--- src/rtl/sad_min_search.sv ---
// sad_min_search: drives the SAD unit over NUM_CAND candidate blocks, keeps the
// smallest SAD and its candidate index, and presents the best match on a
// valid/ready result port. A per-candidate watchdog aborts the search if the
// SAD unit stops answering.
//
// Optional feature: define SAD_EARLY_EXIT_EN to add early_thresh/early_exit.
// When defined, a candidate whose SAD is <= early_thresh ends the search at once.
//
// Handshakes:
//   sad_req/sad_valid : sad_req pulses for one cycle in REQ; cand_idx stays
//                       stable until the matching one-cycle sad_valid, which is
//                       only looked at in WAIT.
//   result            : result_valid is held in DONE with stable data; the
//                       transfer happens on the cycle result_valid && result_ready.
//
// The FSM state is kept in state_q (type state_t) so checkers can bind to it.

module sad_min_search #(
  parameter int SAD_W       = 32,
  parameter int NUM_CAND    = 16,
  parameter int IDX_W       = 4,
  parameter int TIMEOUT_CYC = 1024
) (
  input  logic             clk,
  input  logic             rst,
  input  logic             search_start,
  output logic             search_busy,
  output logic             sad_req,
  output logic [IDX_W-1:0] cand_idx,
  input  logic             sad_valid,
  input  logic [SAD_W-1:0] sad_value,
  output logic [SAD_W-1:0] best_sad,
  output logic [IDX_W-1:0] best_idx,
  output logic             result_valid,
  input  logic             result_ready,
  output logic             timeout_err
`ifdef SAD_EARLY_EXIT_EN
  ,
  input  logic [SAD_W-1:0] early_thresh,
  output logic             early_exit
`endif
);

  typedef enum logic [2:0] {
    IDLE = 3'd0,
    REQ  = 3'd1,
    WAIT = 3'd2,
    CMP  = 3'd3,
    DONE = 3'd4
  } state_t;

  // Watchdog: cleared in REQ, counts WAIT cycles. The timeout fires in the WAIT
  // cycle where the count is about to reach TIMEOUT_CYC-1, so DONE is entered
  // TIMEOUT_CYC cycles after the sad_req pulse. The counter saturates.
  localparam int WDOG_W = $clog2(TIMEOUT_CYC) + 1;
  localparam logic [WDOG_W-1:0] WDOG_LAST = WDOG_W'(TIMEOUT_CYC - 2);
  localparam logic [WDOG_W-1:0] WDOG_MAX  = WDOG_W'(TIMEOUT_CYC - 1);
  localparam logic [IDX_W-1:0]  LAST_IDX  = IDX_W'(NUM_CAND - 1);

  state_t             state_q;
  state_t             state_d;
  logic [WDOG_W-1:0]  wdog_q;
  logic [SAD_W-1:0]   sad_q;
  logic               wdog_expired;
  logic               last_cand;
  logic               better;
  logic               early_hit;

  assign wdog_expired = (wdog_q == WDOG_LAST);
  assign last_cand    = (cand_idx == LAST_IDX);
  assign better       = (sad_q < best_sad);

`ifdef SAD_EARLY_EXIT_EN
  assign early_hit = (sad_q <= early_thresh);
`else
  assign early_hit = 1'b0;
`endif

  // State register.
  always_ff @(posedge clk) begin
    if (rst) begin
      state_q <= IDLE;
    end else begin
      state_q <= state_d;
    end
  end

  // Next-state logic.
  always_comb begin
    state_d = state_q;
    case (state_q)
      IDLE: begin
        if (search_start) begin
          state_d = REQ;
        end
      end
      REQ: begin
        state_d = WAIT;
      end
      WAIT: begin
        // A result arriving in the timeout cycle is still accepted.
        if (sad_valid) begin
          state_d = CMP;
        end else if (wdog_expired) begin
          state_d = DONE;
        end
      end
      CMP: begin
        if (last_cand || early_hit) begin
          state_d = DONE;
        end else begin
          state_d = REQ;
        end
      end
      DONE: begin
        if (result_ready) begin
          state_d = IDLE;
        end
      end
      default: begin
        state_d = IDLE;
      end
    endcase
  end

  // Outputs decoded from the current state.
  always_comb begin
    sad_req      = (state_q == REQ);
    search_busy  = (state_q != IDLE);
    result_valid = (state_q == DONE);
  end

  // Search datapath: candidate index, watchdog, captured SAD and best match.
  always_ff @(posedge clk) begin
    if (rst) begin
      cand_idx    <= '0;
      best_sad    <= '1;
      best_idx    <= '0;
      timeout_err <= 1'b0;
      sad_q       <= '0;
      wdog_q      <= '0;
`ifdef SAD_EARLY_EXIT_EN
      early_exit  <= 1'b0;
`endif
    end else begin
      case (state_q)
        IDLE: begin
          if (search_start) begin
            cand_idx    <= '0;
            best_sad    <= '1;
            best_idx    <= '0;
            timeout_err <= 1'b0;
`ifdef SAD_EARLY_EXIT_EN
            early_exit  <= 1'b0;
`endif
          end
        end
        REQ: begin
          wdog_q <= '0;
        end
        WAIT: begin
          if (wdog_q != WDOG_MAX) begin
            wdog_q <= wdog_q + WDOG_W'(1);
          end
          if (sad_valid) begin
            sad_q <= sad_value;
          end else if (wdog_expired) begin
            timeout_err <= 1'b1;
          end
        end
        CMP: begin
          // Strict compare: on a tie the earlier (lower) index is kept.
          if (better) begin
            best_sad <= sad_q;
            best_idx <= cand_idx;
          end
`ifdef SAD_EARLY_EXIT_EN
          if (early_hit) begin
            early_exit <= 1'b1;
          end
`endif
          if (!last_cand && !early_hit) begin
            cand_idx <= cand_idx + IDX_W'(1);
          end
        end
        default: begin
        end
      endcase
    end
  end

endmodule

--- config.mk ---
export PLATFORM = sky130hd
export DESIGN_NAME = sad_min_search
export DESIGN_NICKNAME = d
export VERILOG_FILES = /design/src/rtl/sad_min_search.sv
export SDC_FILE = /design/constraint.sdc
export NUM_CORES = 1
export LEC_CHECK = 0
export ABC_AREA = 1
export ABC_CLOCK_PERIOD_IN_PS = 3500
export BUFFER_PORTS_ARGS = -buffer_cell sky130_fd_sc_hd__buf_2
export CAP_MARGIN = 20
export CORE_ASPECT_RATIO = 1.1
export CORE_UTILIZATION = 45
export DETAILED_ROUTE_END_ITERATION = 16
export MAX_ROUTING_LAYER = met4
export PLACE_DENSITY = 0.67
export SLEW_MARGIN = 20
export SYNTH_ARGS = -nofsm -noshare
export SYNTH_HDL_FRONTEND = slang
export SYNTH_SLANG_ARGS = --single-unit
--- constraint.sdc ---
create_clock -name clk -period 3.5 [get_ports clk]
set_input_delay 0.175 -clock clk [delete_from_list [all_inputs] [get_ports clk]]
set_output_delay 0.175 -clock clk [all_outputs]
set_load 0.01 [all_outputs]
==> flow_summary.json, run 1 <==
{
  "via_count": 3996,
  "cts_num_sinks": 87,
  "ctsHtreeMaxLevel": 3,
  "grt_first_pass_wirelength_mm": 18.3,
  "worst_slew_margin_rel": 0.567,
  "final-max-slew-violation-count": 0,
  "clk_transition_reported_paths_ns": 0.09,
  "placed_cells_incl_taps": 748,
  "drc_errors": 0,
  "synthesis.area_um2": 4250,
  "totalWireLength_mm": 10.5,
  "synth_common_cells": "sky130_fd_sc_hd__nor2_1, sky130_fd_sc_hd__dfxtp_1, sky130_fd_sc_hd__o21ai_0",
  "leading_cell_types_by_total_area_after_synthesis": "sky130_fd_sc_hd__dfxtp_1, sky130_fd_sc_hd__ha_1, sky130_fd_sc_hd__o21ai_0, sky130_fd_sc_hd__nand3_1, sky130_fd_sc_hd__nor2_1",
  "boundaryPins": 81,
  "floorplan.die_area_um2": 9840,
  "final.setup.tns_ns": 0,
  "skew_ns": 0.0107,
  "wl_per_cell_um": 13.8,
  "max_cap_violations": 0,
  "layout.filler_cells": 919,
  "crit_type": "reg -> reg",
  "ordered_list_of_cells_on_the_worst_path": "inv_1 > ha_1 > nand2_1 > nor2_1 > nand4_1 > nor3_1 > nand2_1 > nand2_2 > nand2_2 > o21ai_1 > nand3_1",
  "number_of_instances_resized_during_post_cts_repair": 0,
  "initial_core_util": 0.472,
  "synthesized_netlist_net_count": 647,
  "detailed_place_hpwl_mm": 6.97,
  "placement.io_buffers": 80,
  "first_global_vias": 4096,
  "clk_latency_ns": 0.36,
  "detail_route.iter0.violations": 170,
  "n_diodes": 0,
  "min_path_type": "in -> reg",
  "fp.coreArea_um2": 9010,
  "category_of_the_worst_setup_path_capture_point": "flop",
  "hold_violations": 0,
  "setup.worst_path.start": "best_sad[23]",
  "critical_path.reg2reg.startpoint": "best_sad[23]",
  "grt_util_all_layers": 0.238,
  "number_of_detailed_route_iterations_in_the_first_pass": 4,
  "crit_path_start_kind": "flop",
  "yosys_most_used_dff": "sky130_fd_sc_hd__dfxtp_1",
  "cts.path.max_buffers": 2,
  "grt_max_degree": 42,
  "finish.cell_count_without_fillers": 763,
  "final_min_period_over_clock_period": 0.636,
  "rows": 36,
  "ys_types": 33,
  "cts_hold_buf": 0,
  "count_of_flip_flops_with_a_built_in_enable_after_synthesis": 0,
  "floorplan.die.height_um": 104,
  "grt.overflow.total": 0,
  "worstPathRequired_ns": 3.71,
  "cp_slowest_cell": "sky130_fd_sc_hd__dfxtp_1",
  "detail_route.vias_per_cell": 5.24,
  "detail-route-antenna-nets": 0,
  "antenna_violations_before_repair": 0,
  "fp.dieW_um": 94.7,
  "critical-path-max-stage-delay_ns": 0.37,
  "layout-area-overhead-vs-synth_pct": 15.1,
  "p_leak_nw": 2.58,
  "fin_nets": 716,
  "routabilityCongestion": 0.834,
  "synthesis.yosys.warnings": 0,
  "synth.top_cell.area_share": 0.410,
  "cp_max_fo": 34,
  "critical_path.endpoint": "best_sad[3]",
  "final.min_clock_period_ns": 2.23,
  "cell_type_with_the_highest_aggregate_area_in_the_netlist": "sky130_fd_sc_hd__dfxtp_1",
  "setup_violations": 0,
  "ctsRootBufferMaster": "sky130_fd_sc_hd__clkbuf_8",
  "synth_area_per_cell_um2": 7.38,
  "rsz_0062_raised_after_global_routing": "false",
  "vdd_ir_drop_max_v": 0.000425,
  "outcome": "complete, no violations",
  "timing.reg2reg.setup_slack_ns": 1.27,
  "power_density_nw_per_um2": 793,
  "timing.fmax_ghz": 0.449,
  "netlist_instances": 576,
  "regToRegEndpoint": "best_sad[3]",
  "cell_with_the_most_instances_after_synthesis": "sky130_fd_sc_hd__nor2_1",
  "drive_gt1_frac": 0.176,
  "cts_buffer_count": 9,
  "synth-async-reset-ratio": 0,
  "tritoncts": "yes",
  "slew_at_the_pin_closest_to_its_max_slew_limit_ns": 0.648,
  "synth.ff_latch_count": 87,
  "cts_post_setup_buffers_inserted": 0,
  "cell_count_of_the_worst_reg_to_reg_path": 11,
  "synth.yosys.seq_area_share": 0.410,
  "crit_arrival_ns": 2.44
}
## report_power, final
group          switching (mW)  internal (mW)
clock network           0.352          0.364
registers               0.225           1.27
logic                    1.05          0.618
## cell type report
cell class              instances  area [um^2]  share of cell area
clock inverters                 3         42.5             0.00869
inverters                      67          251              0.0514
repair buffers                 85          438              0.0895
well taps                     114          143              0.0291
multi-input cells             395         2120               0.434
flip-flops and latches         87         1740               0.356
clock buffers                  12          155              0.0317
## worst min-delay path by stage
stage	startpoint	to	cells past startpoint	slack (ns)
6_report	rst	state_q[1]	2	0.02
5_1_grt	rst	state_q[1]	2	0.02
4_1_cts	rst	state_q[1]	2	0.01
3_5_place_dp	sad_value[31]	sad_q[31]	3	0.40
3_3_place_gp	sad_value[28]	sad_q[28]	3	0.39
2_1_floorplan	rst	state_q[1]	1	0.24
## per-stage QoR
step / setup WS [ns] / instance area, um^2 / hold slack [ns] / total power, mW / util
after global routing: 1.01 / 4890 / 0.0191 / 4.21 / 0.543
final: 1.27 / 4890 / 0.0246 / 3.88 / 0.543
after global placement: 1.37 / 4700 / 0.395 / 3.13 / 0.521
after floorplan: 1.71 / 4250 / 0.244 / 2.69 / -
after detailed placement: 1.32 / 4700 / 0.403 / 3.18 / 0.521
after CTS: 1.29 / 4890 / 0.00961 / 3.91 / 0.543
## registers in the layout, indices dropped and copies added, names as in the netlist
signal       count
timeout_err      1
cand_idx         4
sad_q           32
state_q          3
wdog_q          11
best_idx         4
best_sad        32
## kinds of logic after synthesis
group / synth area share
AOI/OAI and AO/OA: 0.151
adders and majority gates: 0.100
buffers and inverters: 0.0918
DFF: 0.410
and+or+nand+nor: 0.248
## cells in the final DEF (no fill, tap or decap)
master                       Yosys  layout
sky130_fd_sc_hd__dfxtp_1        87      87
sky130_fd_sc_hd__clkinv_2        0       1
sky130_fd_sc_hd__nand2_1        53      53
sky130_fd_sc_hd__bufinv_16       0       1
sky130_fd_sc_hd__ha_1           34      34
sky130_fd_sc_hd__o211a_1         1       1
sky130_fd_sc_hd__inv_1          62      62
sky130_fd_sc_hd__nor2_1         89      88
sky130_fd_sc_hd__a211oi_1        2       2
sky130_fd_sc_hd__a21boi_0        1       1
sky130_fd_sc_hd__o21ai_1        10      10
sky130_fd_sc_hd__inv_2           5       5
sky130_fd_sc_hd__nor2_4          1       1
sky130_fd_sc_hd__clkbuf_8        0      11
sky130_fd_sc_hd__nand4_1         4       4
sky130_fd_sc_hd__nand3_1        69      69
sky130_fd_sc_hd__buf_4           2       5
sky130_fd_sc_hd__o211ai_1        1       1
sky130_fd_sc_hd__o31ai_1         1       1
sky130_fd_sc_hd__o311a_1         1       1
sky130_fd_sc_hd__or2_2           1       1
sky130_fd_sc_hd__a31oi_1         1       1
sky130_fd_sc_hd__o21ai_0        70      70
sky130_fd_sc_hd__nand2_2         6       6
sky130_fd_sc_hd__buf_2           6      80
sky130_fd_sc_hd__o21a_1          1       1
sky130_fd_sc_hd__nor3_1         10      10
sky130_fd_sc_hd__nand3_2         1       1
sky130_fd_sc_hd__nand3b_1        3       3
sky130_fd_sc_hd__a21oi_1        32      32
sky130_fd_sc_hd__nor2_2          0       1
sky130_fd_sc_hd__nor3b_1         1       1
sky130_fd_sc_hd__a311oi_1        1       1
sky130_fd_sc_hd__clkinvlp_4      0       1
sky130_fd_sc_hd__nor4_1          1       1
sky130_fd_sc_hd__clkbuf_1       14       1
## worst max-delay path: cells and delay by family, from the launching register on
kind,cells,cell delay [ns]
buf+inv,1,0.05
flops,1,0.37
simple gates,8,1.10
fa+ha+maj,1,0.29
compound gates,1,0.25
## layer usage
| metal | GRT usage | up-vias | share of wire | wire (um) |
|---|---|---|---|---|
| met5 | - | - | 0 | 0 |
| met4 | 0.102 | 0 | 0.015 | 153 |
| met3 | 0.0380 | 12 | 0.042 | 445 |
| met2 | 0.397 | 92 | 0.49 | 5160 |
| met1 | 0.278 | 1841 | 0.45 | 4750 |
| li1 | - | 2051 | - | - |
(Power assumes the default switching activity.)
==> inputs of run 2 (changes only) <==
- ABC_CLOCK_PERIOD_IN_PS: 3500 -> 1920
- PLACE_DENSITY: 0.67 -> 0.7
- clock period: 3.5 -> 1.92 ns (I/O delays scaled with it)
==> run 2 against run 1 <==
- sequential power grew 85%
- critical path type unchanged
- via count grew 8.2%
- the flow now finishes with violations (setup timing)
- setup slack lost 1.3 ns
- clock power grew 84%
- wire length grew 13%
- design area grew 19%
- first-iteration DRC count shrank 1.8%
- final cell count grew 7.7%
- global-route usage grew 0.44 points
- die area is the same
- clock skew grew 0.0017 ns
- total power grew 120%
==> flow_summary.json, run 2 (synthesis gave the netlist of run 1 again) <==
{
  "critical_path.reg2reg.startpoint": "best_sad[13]",
  "grt_max_degree": 42,
  "rsz_0062_raised_after_global_routing": "true",
  "grt_util_all_layers": 0.242,
  "max_cap_violations": 0,
  "detailed_place_hpwl_mm": 7.36,
  "failed_checks": "setup timing",
  "worst_slew_margin_rel": 0.657,
  "timing.reg2reg.setup_slack_ns": -0.03,
  "regToRegEndpoint": "best_sad[1]",
  "cts.path.max_buffers": 2,
  "rows": 36,
  "placement.io_buffers": 80,
  "grt.overflow.total": 0,
  "ctsRootBufferMaster": "sky130_fd_sc_hd__clkbuf_8",
  "totalWireLength_mm": 11.9,
  "first_global_vias": 4126,
  "hold-path-cell-count": 3,
  "p_sw_mw": 3.46,
  "floorplan.die.height_um": 104,
  "drc_errors": 0,
  "floorplan.die_area_um2": 9840,
  "cell_count_of_the_worst_reg_to_reg_path": 12,
  "number_of_detailed_route_iterations_in_the_first_pass": 5,
  "multiInputGateArea_um2": 2400,
  "sw_frac_of_total": 0.410,
  "whs_ns": 0.0364,
  "cts_buffer_count": 9,
  "cts_num_sinks": 87,
  "utilization": 0.647,
  "power_frac_clock": 0.156,
  "detail_route.iter0.violations": 167,
  "registers_with_the_highest_flip_flop_counts": "best_sad: 32 flops, sad_q: 32 flops, wdog_q: 11 flops",
  "layout.filler_cells": 796,
  "detail_route.vias_per_cell": 5.26,
  "mostFrequentLayoutCell": "sky130_fd_sc_hd__nor2_1",
  "p_leak_nw": 2.89,
  "ctsHtreeMaxLevel": 3,
  "crit_path_start_kind": "flop",
  "clk_latency_ns": 0.36,
  "min_to": "sad_q[0]",
  "worstPathRequired_ns": 2.15,
  "layout-area-overhead-vs-synth_pct": 37.0,
  "antenna_violations_before_repair": 0,
  "initial_core_util": 0.472,
  "category_of_the_worst_setup_path_capture_point": "flop",
  "fin_nets": 775,
  "finish.cell_count_without_fillers": 822,
  "crit_arrival_ns": 2.18,
  "timing.fmax_ghz": 0.512,
  "fp.dieW_um": 94.7,
  "most-common-layout-cells": "sky130_fd_sc_hd__nor2_1, sky130_fd_sc_hd__buf_2, sky130_fd_sc_hd__dfxtp_1",
  "grt_first_pass_wirelength_mm": 18.5,
  "setup_violations": 24,
  "setup_slack_ns": -0.0315,
  "boundaryPins": 81,
  "cp_max_fo": 8,
  "min_path_type": "in -> reg",
  "skew_ns": 0.0123,
  "detail-route-antenna-nets": 0,
  "via_count": 4324,
  "seq_power_share": 0.328,
  "outcome": "complete, but fails checks",
  "crit_type": "reg -> reg",
  "power_density_nw_per_um2": 1450,
  "clk_transition_reported_paths_ns": 0.09,
  "final_min_period_over_clock_period": 1.02,
  "tritoncts": "yes",
  "internal_power_mw": 4.98,
  "wl_per_cell_um": 14.4,
  "regArea_um2": 1760,
  "vdd_ir_drop_max_v": 0.000956,
  "placed_cells_incl_taps": 770,
  "routabilityCongestion": 0.902,
  "final.min_clock_period_ns": 1.95,
  "slew_at_the_pin_closest_to_its_max_slew_limit_ns": 0.515,
  "drive_gt1_frac": 0.292,
  "combPwrFrac": 0.516,
  "final-max-slew-violation-count": 0,
  "n_diodes": 0,
  "hold_violations": 0,
  "fp.coreArea_um2": 9010,
  "hold_start": "sad_value[0]"
}
run 2: critical path, cell delays in order (launching register included):
cell and delay, ns:
sky130_fd_sc_hd__dfxtp_1 0.38, sky130_fd_sc_hd__inv_1 0.06, sky130_fd_sc_hd__ha_1 0.32, sky130_fd_sc_hd__a21oi_1 0.07, sky130_fd_sc_hd__o21ai_1 0.22, sky130_fd_sc_hd__a21oi_2 0.06
sky130_fd_sc_hd__nand2_2 0.09, sky130_fd_sc_hd__nand2_2 0.06, sky130_fd_sc_hd__nand2_4 0.13, sky130_fd_sc_hd__nand2_8 0.10, sky130_fd_sc_hd__clkbuf_16 0.21, sky130_fd_sc_hd__o21ai_2 0.05
sky130_fd_sc_hd__nand3_1 0.07
run 2: area by class of cell:
class / count / share of cell area
well taps: 114 / 0.0245
repair buffers: 144 / 0.185
clock buffers: 12 / 0.0266
flip-flops and latches: 87 / 0.302
clock inverters: 3 / 0.00730
inverters: 67 / 0.0432
multi-input cells: 395 / 0.412
run 2: power groups by stage:
stage                     Clock (mW)  Sequential [mW]  Combinational (mW)
after floorplan                    0             2.84                2.06
after global placement             0             2.70                3.33
after detailed placement           0             2.72                3.43
after CTS                       1.34             2.70                3.67
after global routing            1.43             2.83                4.76
final                           1.32             2.77                4.35
run 2: worst max-delay path by stage:
stage,from,to,slack [ns],cells after the start
after floorplan,best_sad[5],best_sad[10],0.13,14
final,best_sad[13],best_sad[1],-0.03,12
after global routing,sad_q[23],best_sad[1],-0.13,11
after CTS,best_sad[20],best_sad[23],-0.02,12
after global placement,best_sad[23],best_sad[18],-0.04,12
after detailed placement,best_sad[23],best_sad[16],-0.07,12
run 2: stage by stage:
stage                     TNS, ns  power, mW  worst slack [ns]  instance area [um^2]
final                      -0.400       8.43           -0.0315                  5830
after global routing        -3.63       9.02            -0.128                  5830
after CTS                  -0.108       7.71           -0.0162                  5480
after detailed placement   -0.761       6.15           -0.0735                  4900
after global placement     -0.586       6.03           -0.0371                  4900
after floorplan                 0       4.90             0.133                  4250
run 2: repair_timing:
item                       CTS  global route
pin swaps                    0            13
gates cloned                 1             3
gates resized for setup     15            84
hold buffers                32             0
setup buffers                0             1
hold endpoints to repair    34             0
setup endpoints to repair   23            39
run 2: layer usage:
metal  track usage  wire length [um]  vias to the layer above
met2         0.391              5790                      116
li1              -                 -                     2172
met3        0.0373               534                       26
met4         0.115               329                        0
met5             -                 0                        -
met1         0.291              5210                     2010
==> inputs of run 3 (changes only) <==
- ABC_CLOCK_PERIOD_IN_PS: 1920 -> 1600
- clock period: 1.92 -> 1.6 ns (I/O delays scaled with it)
==> run 3 against run 2 <==
- the run still ends with setup timing left
- global-route usage up 3.0 points
- sequential power up 19%
- setup slack worse by 0.27 ns
- sequential share of layout area down 2.8 points
- clock skew down 0.0025 ns
- via count up 8.3%
- non-clock buffer count up 60
- combinational power up 43%
- final cell count up 7.4%
- core utilization up 7.5 points
- critical path depth down 2
- flip-flop and latch count unchanged
- critical endpoint is now best_sad[19]
- largest power group unchanged
==> flow_summary.json, run 3 (synthesis gave the netlist of run 1 again) <==
{
  "most-common-layout-cells": "sky130_fd_sc_hd__nor2_1, sky130_fd_sc_hd__buf_2, sky130_fd_sc_hd__buf_4",
  "crit_type": "reg -> reg",
  "routabilityCongestion": 0.871,
  "slew_at_the_pin_closest_to_its_max_slew_limit_ns": 0.416,
  "grt_first_pass_wirelength_mm": 20.7,
  "seq_power_share": 0.293,
  "layout-area-overhead-vs-synth_pct": 52.8,
  "hold_start": "result_ready",
  "critical-path-max-stage-delay_ns": 0.34,
  "timing.fmax_ghz": 0.526,
  "totalWireLength_mm": 12.9,
  "placed_cell_areas_um2": 5360,
  "drc_errors": 0,
  "failed_checks": "setup timing",
  "clk_latency_ns": 0.38,
  "p_leak_nw": 3.19,
  "category_of_the_worst_setup_path_capture_point": "flop",
  "cts_buffer_count": 9,
  "hold_violations": 0,
  "boundaryPins": 81,
  "setup.worst_path.start": "best_sad[31]",
  "worst_slew_margin_rel": 0.723,
  "cell_count_of_the_worst_reg_to_reg_path": 10,
  "outcome": "complete, but fails checks",
  "cp_slowest_cell": "sky130_fd_sc_hd__dfxtp_2",
  "detail_route.vias_per_cell": 5.30,
  "rows": 36,
  "ctsRootBufferMaster": "sky130_fd_sc_hd__clkbuf_8",
  "power_density_nw_per_um2": 1740,
  "mostFrequentLayoutCell": "sky130_fd_sc_hd__nor2_1",
  "floorplan.die_area_um2": 9840,
  "layout.filler_cells": 689,
  "hold-path-cell-count": 4,
  "internal_power_mw": 6.79,
  "grt_max_degree": 34,
  "first_global_vias": 4499,
  "fp.dieW_um": 94.7,
  "sw_frac_of_total": 0.399,
  "vdd_ir_drop_max_v": 0.00130,
  "wl_per_cell_um": 14.6,
  "ctsHtreeMaxLevel": 3,
  "critical_path.reg2reg.startpoint": "best_sad[31]",
  "detail_route.iter0.violations": 211,
  "cp_max_fo": 7,
  "tritoncts": "yes",
  "power_frac_clock": 0.157,
  "placement.io_buffers": 80,
  "cts.path.max_buffers": 2,
  "initial_core_util": 0.472,
  "post_route_cell_area_um2": 6500,
  "regToRegEndpoint": "best_sad[19]",
  "crit_arrival_ns": 2.15,
  "p_sw_mw": 4.50,
  "ordered_list_of_cells_on_the_worst_path": "inv_2 > ha_4 > nand4_1 > nor3_2 > nand2_2 > nand2_4 > nand2_8 > clkbuf_16 > o21ai_4 > nand3_2",
  "cts_num_sinks": 87,
  "critical-path-top-delay-family": "simple AND/OR/NAND/NOR gates",
  "worstPathRequired_ns": 1.85,
  "timing.reg2reg.setup_slack_ns": -0.30,
  "setup_slack_ns": -0.303,
  "max_cap_violations": 0,
  "skew_ns": 0.00986,
  "rsz_0062_raised_after_global_routing": "true",
  "power.total_mw": 11.3,
  "fin_nets": 835,
  "clk_transition_reported_paths_ns": 0.09,
  "detailed_place_hpwl_mm": 8.06,
  "min_path_type": "in -> reg",
  "drive_gt1_frac": 0.402,
  "detail-route-antenna-nets": 0,
  "antenna_violations_before_repair": 0,
  "final.min_clock_period_ns": 1.90,
  "grt_util_all_layers": 0.272,
  "floorplan.die.height_um": 104,
  "fp.coreArea_um2": 9010,
  "setup_violations": 36,
  "critPathBufInv": 2,
  "final-max-slew-violation-count": 0,
  "grt.overflow.total": 0,
  "crit_path_start_kind": "flop",
  "via_count": 4682,
  "combPwrFrac": 0.550,
  "critical_path.endpoint": "best_sad[19]",
  "registers_with_the_highest_flip_flop_counts": "best_sad: 32 flops, sad_q: 32 flops, wdog_q: 11 flops",
  "number_of_detailed_route_iterations_in_the_first_pass": 5,
  "final_min_period_over_clock_period": 1.19,
  "n_diodes": 0,
  "worst-path-stages": 10
}
==> run 3: layout make-up <==
class / count / area [um^2] / area share
Clock buffer: 13 / 159 / 0.0244
Multi-Input combinational cell: 395 / 2580 / 0.397
Clock inverter: 3 / 65.1 / 0.0100
Tap cell: 114 / 143 / 0.0219
Inverter: 67 / 251 / 0.0387
Timing Repair Buffer: 204 / 1520 / 0.234
Sequential cell: 87 / 1780 / 0.274
==> run 3: power by group through the flow <==
stage,clock [mW],sequential (mW),combinational (mW)
after floorplan,0,3.44,2.50
after global placement,0,3.19,4.76
after detailed placement,0,3.22,4.87
after CTS,1.80,3.24,5.33
after global routing,1.88,3.37,6.81
final,1.77,3.31,6.21
==> run 3: how the worst min path moves through the flow <==
stage                       to  slack [ns]
floorplan           state_q[1]        0.15
global placement     sad_q[12]        0.30
detailed placement   sad_q[14]        0.31
CTS                 state_q[2]        0.06
global route        state_q[1]        0.05
finish              state_q[2]        0.04
==> run 3: timing repair <==
action	4_1_cts	5_1_grt
pin swaps	6	30
hold buffers	33	0
gates resized for setup	69	84
setup buffers	0	1
setup endpoints to repair	40	63
cloned	0	3
hold endpoints to repair	35	0
==> run 3: layer usage <==
| metal | global-route usage | vias to the layer above | wire length, um |
|---|---|---|---|
| met5 | - | - | 0 |
| met4 | 0.0877 | 0 | 208 |
| met3 | 0.0512 | 20 | 586 |
| met2 | 0.460 | 132 | 6680 |
| met1 | 0.321 | 2237 | 5410 |
| li1 | - | 2293 | - |
==> run 3: worst reg2reg max path, delay by kind of cell, from the launching register on <==
family | cells | cell delay (ns)
buffers and inverters | 2 | 0.23
adders and majority gates | 1 | 0.26
and+or+nand+nor | 6 | 0.89
AOI/OAI and AO/OA | 1 | 0.06
DFF | 1 | 0.34
==> run 3: per-stage QoR <==
step / utilization / hold WS [ns] / instances / setup WS [ns] / TNS (ns)
6_report: 0.722 / 0.0390 / 883 / -0.303 / -9.40
5_1_grt: 0.722 / 0.0492 / 883 / -0.393 / -13.44
4_1_cts: 0.681 / 0.0628 / 879 / -0.229 / -6.79
3_5_place_dp: 0.594 / 0.308 / 830 / -0.304 / -9.85
3_3_place_gp: 0.594 / 0.299 / 830 / -0.264 / -8.91
2_1_floorplan: - / 0.149 / 576 / -0.144 / -3.81
